## src/rtl/spi_master.sv

```systemverilog
// Byte-oriented SPI mode-0 master (CPOL=0, CPHA=0, MSB first) with a start/busy/done host handshake.
// Define SPI_MASTER_BURST_EN to enable hold/GAP so consecutive bytes share one ss-low frame.
module spi_master #(
  parameter int CLK_DIV = 4
) (
  input  logic       clk,
  input  logic       rst,
  input  logic       start,
  input  logic [7:0] din,
  input  logic       hold,
  output logic       busy,
  output logic       done,
  output logic [7:0] dout,
  output logic       ss,
  output logic       sck,
  output logic       mosi,
  input  logic       miso
);

  localparam int            CW       = $clog2(CLK_DIV);
  localparam logic [CW-1:0] CNT_LAST = CW'(CLK_DIV - 1);

  typedef enum logic [2:0] {
    S_IDLE,
    S_SETUP,
    S_HIGH,
    S_LOW,
    S_FINISH,
    S_RELEASE
`ifdef SPI_MASTER_BURST_EN
    , S_GAP
`endif
  } state_t;

  state_t        state, state_d;
  logic [CW-1:0] cnt, cnt_d;
  logic [2:0]    bit_cnt, bit_cnt_d;
  logic [7:0]    tx_sr, tx_d;
  logic [7:0]    rx_sr, rx_d;
  logic          busy_d, done_d, ss_d, sck_d, mosi_d;
  logic [7:0]    dout_d;
  logic          phase_end;

  assign phase_end = (cnt == CNT_LAST);

`ifndef SPI_MASTER_BURST_EN
  logic unused_hold;
  assign unused_hold = hold;
`endif

  always_ff @(posedge clk) begin
    if (rst) state <= S_IDLE;
    else     state <= state_d;
  end

  // NOTE: every output of this block is given a default first, so no path can leave
  // a signal unassigned and infer a latch.
  always_comb begin
    state_d   = state;
    cnt_d     = cnt + 1'b1;
    bit_cnt_d = bit_cnt;
    tx_d      = tx_sr;
    rx_d      = rx_sr;
    busy_d    = busy;
    done_d    = 1'b0;
    dout_d    = dout;
    ss_d      = ss;
    sck_d     = sck;
    mosi_d    = mosi;

    case (state)
      S_IDLE: begin
        cnt_d = '0;
        if (start) begin
          tx_d    = din;
          ss_d    = 1'b0;
          mosi_d  = din[7];
          busy_d  = 1'b1;
          state_d = S_SETUP;
        end
      end
      S_SETUP: begin
        if (phase_end) begin
          cnt_d     = '0;
          sck_d     = 1'b1;
          rx_d      = {rx_sr[6:0], miso};
          bit_cnt_d = bit_cnt + 3'd1;
          state_d   = S_HIGH;
        end
      end
      S_HIGH: begin
        if (phase_end) begin
          cnt_d   = '0;
          sck_d   = 1'b0;
          mosi_d  = tx_sr[6];
          tx_d    = {tx_sr[6:0], 1'b0};
          state_d = S_LOW;
        end
      end
      S_LOW: begin
        if (phase_end) begin
          cnt_d = '0;
          // The 3-bit counter wraps back to zero exactly after the eighth rise.
          if (bit_cnt == 3'd0) begin
            state_d = S_FINISH;
          end else begin
            sck_d     = 1'b1;
            rx_d      = {rx_sr[6:0], miso};
            bit_cnt_d = bit_cnt + 3'd1;
            state_d   = S_HIGH;
          end
        end
      end
      S_FINISH: begin
        cnt_d  = '0;
        done_d = 1'b1;
        dout_d = rx_sr;
`ifdef SPI_MASTER_BURST_EN
        if (hold) begin
          busy_d  = 1'b0;
          state_d = S_GAP;
        end else begin
          ss_d    = 1'b1;
          state_d = S_RELEASE;
        end
`else
        ss_d    = 1'b1;
        state_d = S_RELEASE;
`endif
      end
      S_RELEASE: begin
        if (phase_end) begin
          cnt_d   = '0;
          busy_d  = 1'b0;
          state_d = S_IDLE;
        end
      end
`ifdef SPI_MASTER_BURST_EN
      S_GAP: begin
        cnt_d = '0;
        if (start) begin
          tx_d    = din;
          mosi_d  = din[7];
          busy_d  = 1'b1;
          state_d = S_SETUP;
        end else if (!hold) begin
          // Busy covers RELEASE so a start there is visibly refused, not silently lost.
          ss_d    = 1'b1;
          busy_d  = 1'b1;
          state_d = S_RELEASE;
        end
      end
`endif
      default: state_d = S_IDLE;
    endcase
  end

  // NOTE: sequential state uses non-blocking assignments so every register samples
  // the pre-edge values, independent of statement order.
  always_ff @(posedge clk) begin
    if (rst) begin
      cnt     <= '0;
      bit_cnt <= '0;
      tx_sr   <= '0;
      rx_sr   <= '0;
      busy    <= 1'b0;
      done    <= 1'b0;
      dout    <= '0;
      ss      <= 1'b1;
      sck     <= 1'b0;
      mosi    <= 1'b0;
    end else begin
      cnt     <= cnt_d;
      bit_cnt <= bit_cnt_d;
      tx_sr   <= tx_d;
      rx_sr   <= rx_d;
      busy    <= busy_d;
      done    <= done_d;
      dout    <= dout_d;
      ss      <= ss_d;
      sck     <= sck_d;
      mosi    <= mosi_d;
    end
  end

endmodule

```

## config.mk

```make
export PLATFORM = sky130hd
export DESIGN_NAME = spi_master
export DESIGN_NICKNAME = d
export VERILOG_FILES = /design/src/rtl/spi_master.sv
export SDC_FILE = /design/constraint.sdc
export NUM_CORES = 1
export LEC_CHECK = 0
export CAP_MARGIN = 20
export CORE_MARGIN = 2
export CORE_UTILIZATION = 40
export CTS_BUF_LIST = sky130_fd_sc_hd__clkbuf_16
export DETAILED_ROUTE_END_ITERATION = 16
export PLACE_DENSITY_LB_ADDON = 0.15
export SYNTH_ARGS = -nofsm -noshare
export SYNTH_HDL_FRONTEND = slang
export SYNTH_SLANG_ARGS = --single-unit
```

## constraint.sdc

```tcl
create_clock -name clk -period 3 [get_ports clk]
set_input_delay 0.45 -clock clk [delete_from_list [all_inputs] [get_ports clk]]
set_output_delay 0.45 -clock clk [all_outputs]
set_load 0.05 [all_outputs]
```

==> summary.md <==
| Metric | Value |
|---|---|
| Total CTS buffers | `5` |
| DR vias/cell | `5.004` |
| Area overhead of the layout relative to synthesis | `23.85%` |
| Post-layout net count | `193` |
| Cell Chain, Critical Path | `ha_1 -> and2b_1 -> and3_1 -> mux2_1` |
| Maximum number of pins on one net before global-route repair | `24` |
| Core Area | `0.004000 mm^2` |
| Max Root-Sink Buffers | `2` |
| Post-route antenna net violation count | `0` |
| Uppermost routed layer | `met4` |
| Largest voltage drop on the vdd net | `0.3647 mV` |
| Overall die area | `0.004689 mm^2` |
| First-pass GRT wire length | `4981 um` |
| Core utilization of the finished layout | `51.49%` |
| Number of distinct library cells after synthesis | `41` |
| Areal power density over the cells | `569.4 mW/mm^2` |
| Die width | `68.48 um` |
| Initial drt markers | `64` |
| Number of pins exceeding their max-slew limit in the final report | `0` |
| Mapped cell area | `0.001663 mm^2` |
| Number of gates resized after CTS | `0` |
| Leakage component of the power | `0.7429 nW` |
| Maximum fanout encountered on the critical timing path | `11` |
| Number of synthesis warnings | `0` |
| Worst min-delay path startpoint | `cnt[0]` |
| Total design power | `1.173 mW` |
| Worst hold-check path type | `reg -> reg` |
| Clock insertion delay at the later pin of the skew report | `0.28 ns` |
| Outcome | `finished, final reports clean` |
| Data arrival time of the critical path | `2.04 ns` |
| Via count of the first global-routing pass | `1145` |
| Proportion of layout cells with a drive suffix above 1 | `14.04%` |
| Crit-path max cell delay | `0.54 ns` |
| Vertical die dimension | `68.48 um` |
| Startpoint of the worst register-to-register path | `cnt[0]` |
| # setup viols final | `0` |
| Count of buffers added by post-CTS timing repair for setup | `0` |
| Category of the worst setup path capture point | `flip-flop` |
| Post-route DRC violation count | `0` |
| Final Hold Fails | `0` |
| EDFF count, synth | `0` |
| Setup TNS | `0 ns` |
| Cells taking the most area after synthesis | `sky130_fd_sc_hd__dfxtp_1 43%, sky130_fd_sc_hd__mux2i_1 14%, sky130_fd_sc_hd__nand2b_1 4.5%` |
| Total of buffers placed on input and output ports | `24` |
| Antenna violations before repair | `0` |
| Slowest cell on the critical path | `sky130_fd_sc_hd__and3_1` |
| Post-cts hold buffer count | `0` |
| CTS Root Buffer Type | `sky130_fd_sc_hd__clkbuf_16` |
| Worst path required time | `3.16 ns` |
| Post-Layout Cell Count | `228` |
| Max Freq | `532.9 MHz` |
| GP Congestion | `0.7060` |
| Count of H-tree levels built during CTS | `2` |
| Grt total ovfl | `0` |
| Floorplan row count | `23` |
| Total number of clock tree sinks | `36` |
| Clock tree from TritonCTS | `yes` |
| Startpoint class of the critical path | `flip-flop` |
| Kind of critical path | `reg -> reg` |
| Async SR Flop Fraction | `0%` |
| Synth Flop Type | `sky130_fd_sc_hd__dfxtp_1` |
| Flip-flop and latch count after synthesis | `36` |
| Syn nets | `170` |
| Post-Synthesis Mean Instance Area | `10.80 um^2` |
| Max Cap Violations | `0` |
| Post-route fraction of the period consumed by the critical path | `62.55%` |
| Count of TritonRoute iterations in the first routing pass | `4` |
| R2R Setup Slk | `1.12 ns` |
| Slew of the pin with the lowest slew margin | `0.6500 ns` |
| Slew HR | `56.53%` |
| DR vias | `1141` |
| Crit path launch | `cnt[0]` |
| WL final | `2951 um` |
| Initial core utilization | `41.57%` |
| Yosys top cell by area | `sky130_fd_sc_hd__dfxtp_1` |
| Metal3 WL | `161 um` |
| Post-layout minimum cycle time | `1.877 ns` |
| GRT Overall Usage | `14.84%` |
| Number of standard cells after synthesis | `154` |
| Wire length the detailed router placed on met1 | `1364 um` |
| Routed len/inst | `12.94 um` |
| Setup clock skew after layout | `0.003510 ns` |
| Wire length on met2 | `1385 um` |
| Top-level I/O count | `26` |
| Number of inserted diodes | `0` |
| Fraction of post-synthesis cell area in the top cell type by area | `43.34%` |
| Sum of net half-perimeters after detailed placement | `1963 um` |
| Clock-pin slew of the registers on the worst-case setup and hold paths | `0.06 ns` |
| Part of the Yosys area used for sequential elements | `43.34%` |
| Unrepaired setup endpoints after global routing | `no` |
| Placed cells | `220` |
## synthesized netlist by cell type (all sizes together) (4+ instances only)
master / instances
dfxtp: 36
mux2i: 24
nand2b: 12
nor2: 12
buf: 9
nand2: 4
a311oi: 7
a21oi: 12
inv: 5
## power by group
part	internal (mW)	switching, mW
clock network	0.390	0.191
logic	0.0435	0.0462
registers	0.492	0.0106
total	0.925	0.248
## worst max-delay path: cells and delay by family, from the launching register on
kind,cells,cell delay [ns]
simple gates,2,0.72
mux,1,0.37
flops,1,0.33
fa+ha+maj,1,0.33
## final cells by class
class / count / area [um^2]
Fill cell: 361 / 1941
Clock inverter: 3 / 42.54
Clock buffer: 5 / 125.1
Multi-Input combinational cell: 101 / 819.5
Sequential cell: 36 / 720.7
Timing Repair Buffer: 28 / 270.3
Inverter: 5 / 18.77
Tap cell: 50 / 62.56
## placed cells by master, fill, tap and decap left out, types with 2 or more instances in the layout
| master | netlist | final |
|---|---|---|
| sky130_fd_sc_hd__clkdlybuf4s50_1 | 0 | 24 |
| sky130_fd_sc_hd__nor2_1 | 11 | 11 |
| sky130_fd_sc_hd__ha_1 | 3 | 3 |
| sky130_fd_sc_hd__inv_1 | 5 | 5 |
| sky130_fd_sc_hd__mux2i_1 | 24 | 24 |
| sky130_fd_sc_hd__a21oi_2 | 3 | 3 |
| sky130_fd_sc_hd__dfxtp_1 | 36 | 36 |
| sky130_fd_sc_hd__a21oi_1 | 9 | 9 |
| sky130_fd_sc_hd__clkbuf_16 | 0 | 5 |
| sky130_fd_sc_hd__nor3b_2 | 2 | 2 |
| sky130_fd_sc_hd__nand2b_1 | 12 | 12 |
| sky130_fd_sc_hd__a311oi_2 | 3 | 3 |
| sky130_fd_sc_hd__a311oi_1 | 4 | 4 |
| sky130_fd_sc_hd__buf_4 | 3 | 4 |
| sky130_fd_sc_hd__nand3b_1 | 3 | 3 |
| sky130_fd_sc_hd__nand2_1 | 4 | 4 |
## stage by stage
stage / worst slack (ns) / cell area (um^2) / hold WS (ns)
4_1_cts: 1.104 / 2059 / 0.4362
2_1_floorplan: 1.634 / 1663 / 0.4065
3_5_place_dp: 0.9431 / 1892 / 0.4267
6_report: 1.123 / 2059 / 0.4287
5_1_grt: 0.9771 / 2059 / 0.4534
3_3_place_gp: 0.9755 / 1892 / 0.4216
## worst paths after layout
| check | to | cells after the start |
|---|---|---|
| hold / removal | cnt[0] | 1 |
| setup reg to reg | bit_cnt[0] | 4 |
| setup / recovery | bit_cnt[0] | 4 |
| hold reg to reg | cnt[0] | 1 |
## flip-flops by register name, summed over array words and instances (netlist names)
name and cells:
state 3, bit_cnt 3, mosi 1, cnt 2, done 1, dout 8
sck 1, busy 1, rx_sr 8, tx_sr 7, ss 1
## cell families (layout without fill, tap and decap cells)
kind of cell	after synthesis	count (layout)	synth area share, %
flip-flops	36	36	43.34
multiplexers	26	26	16.03
AO/OA/AOI/OAI	30	30	14.52
adder cells (fa/ha/maj)	3	3	2.258
buffers and inverters	17	41	7.374
AND/OR/NAND/NOR	42	42	16.48
## routing by layer
layer,global-route usage [%],vias up
li1,-,594
met1,16.03,522
met2,25.24,21
met3,5.428,4
met4,7.500,0
met5,0,-
No activity file was read; power rests on OpenSTA's default activity.
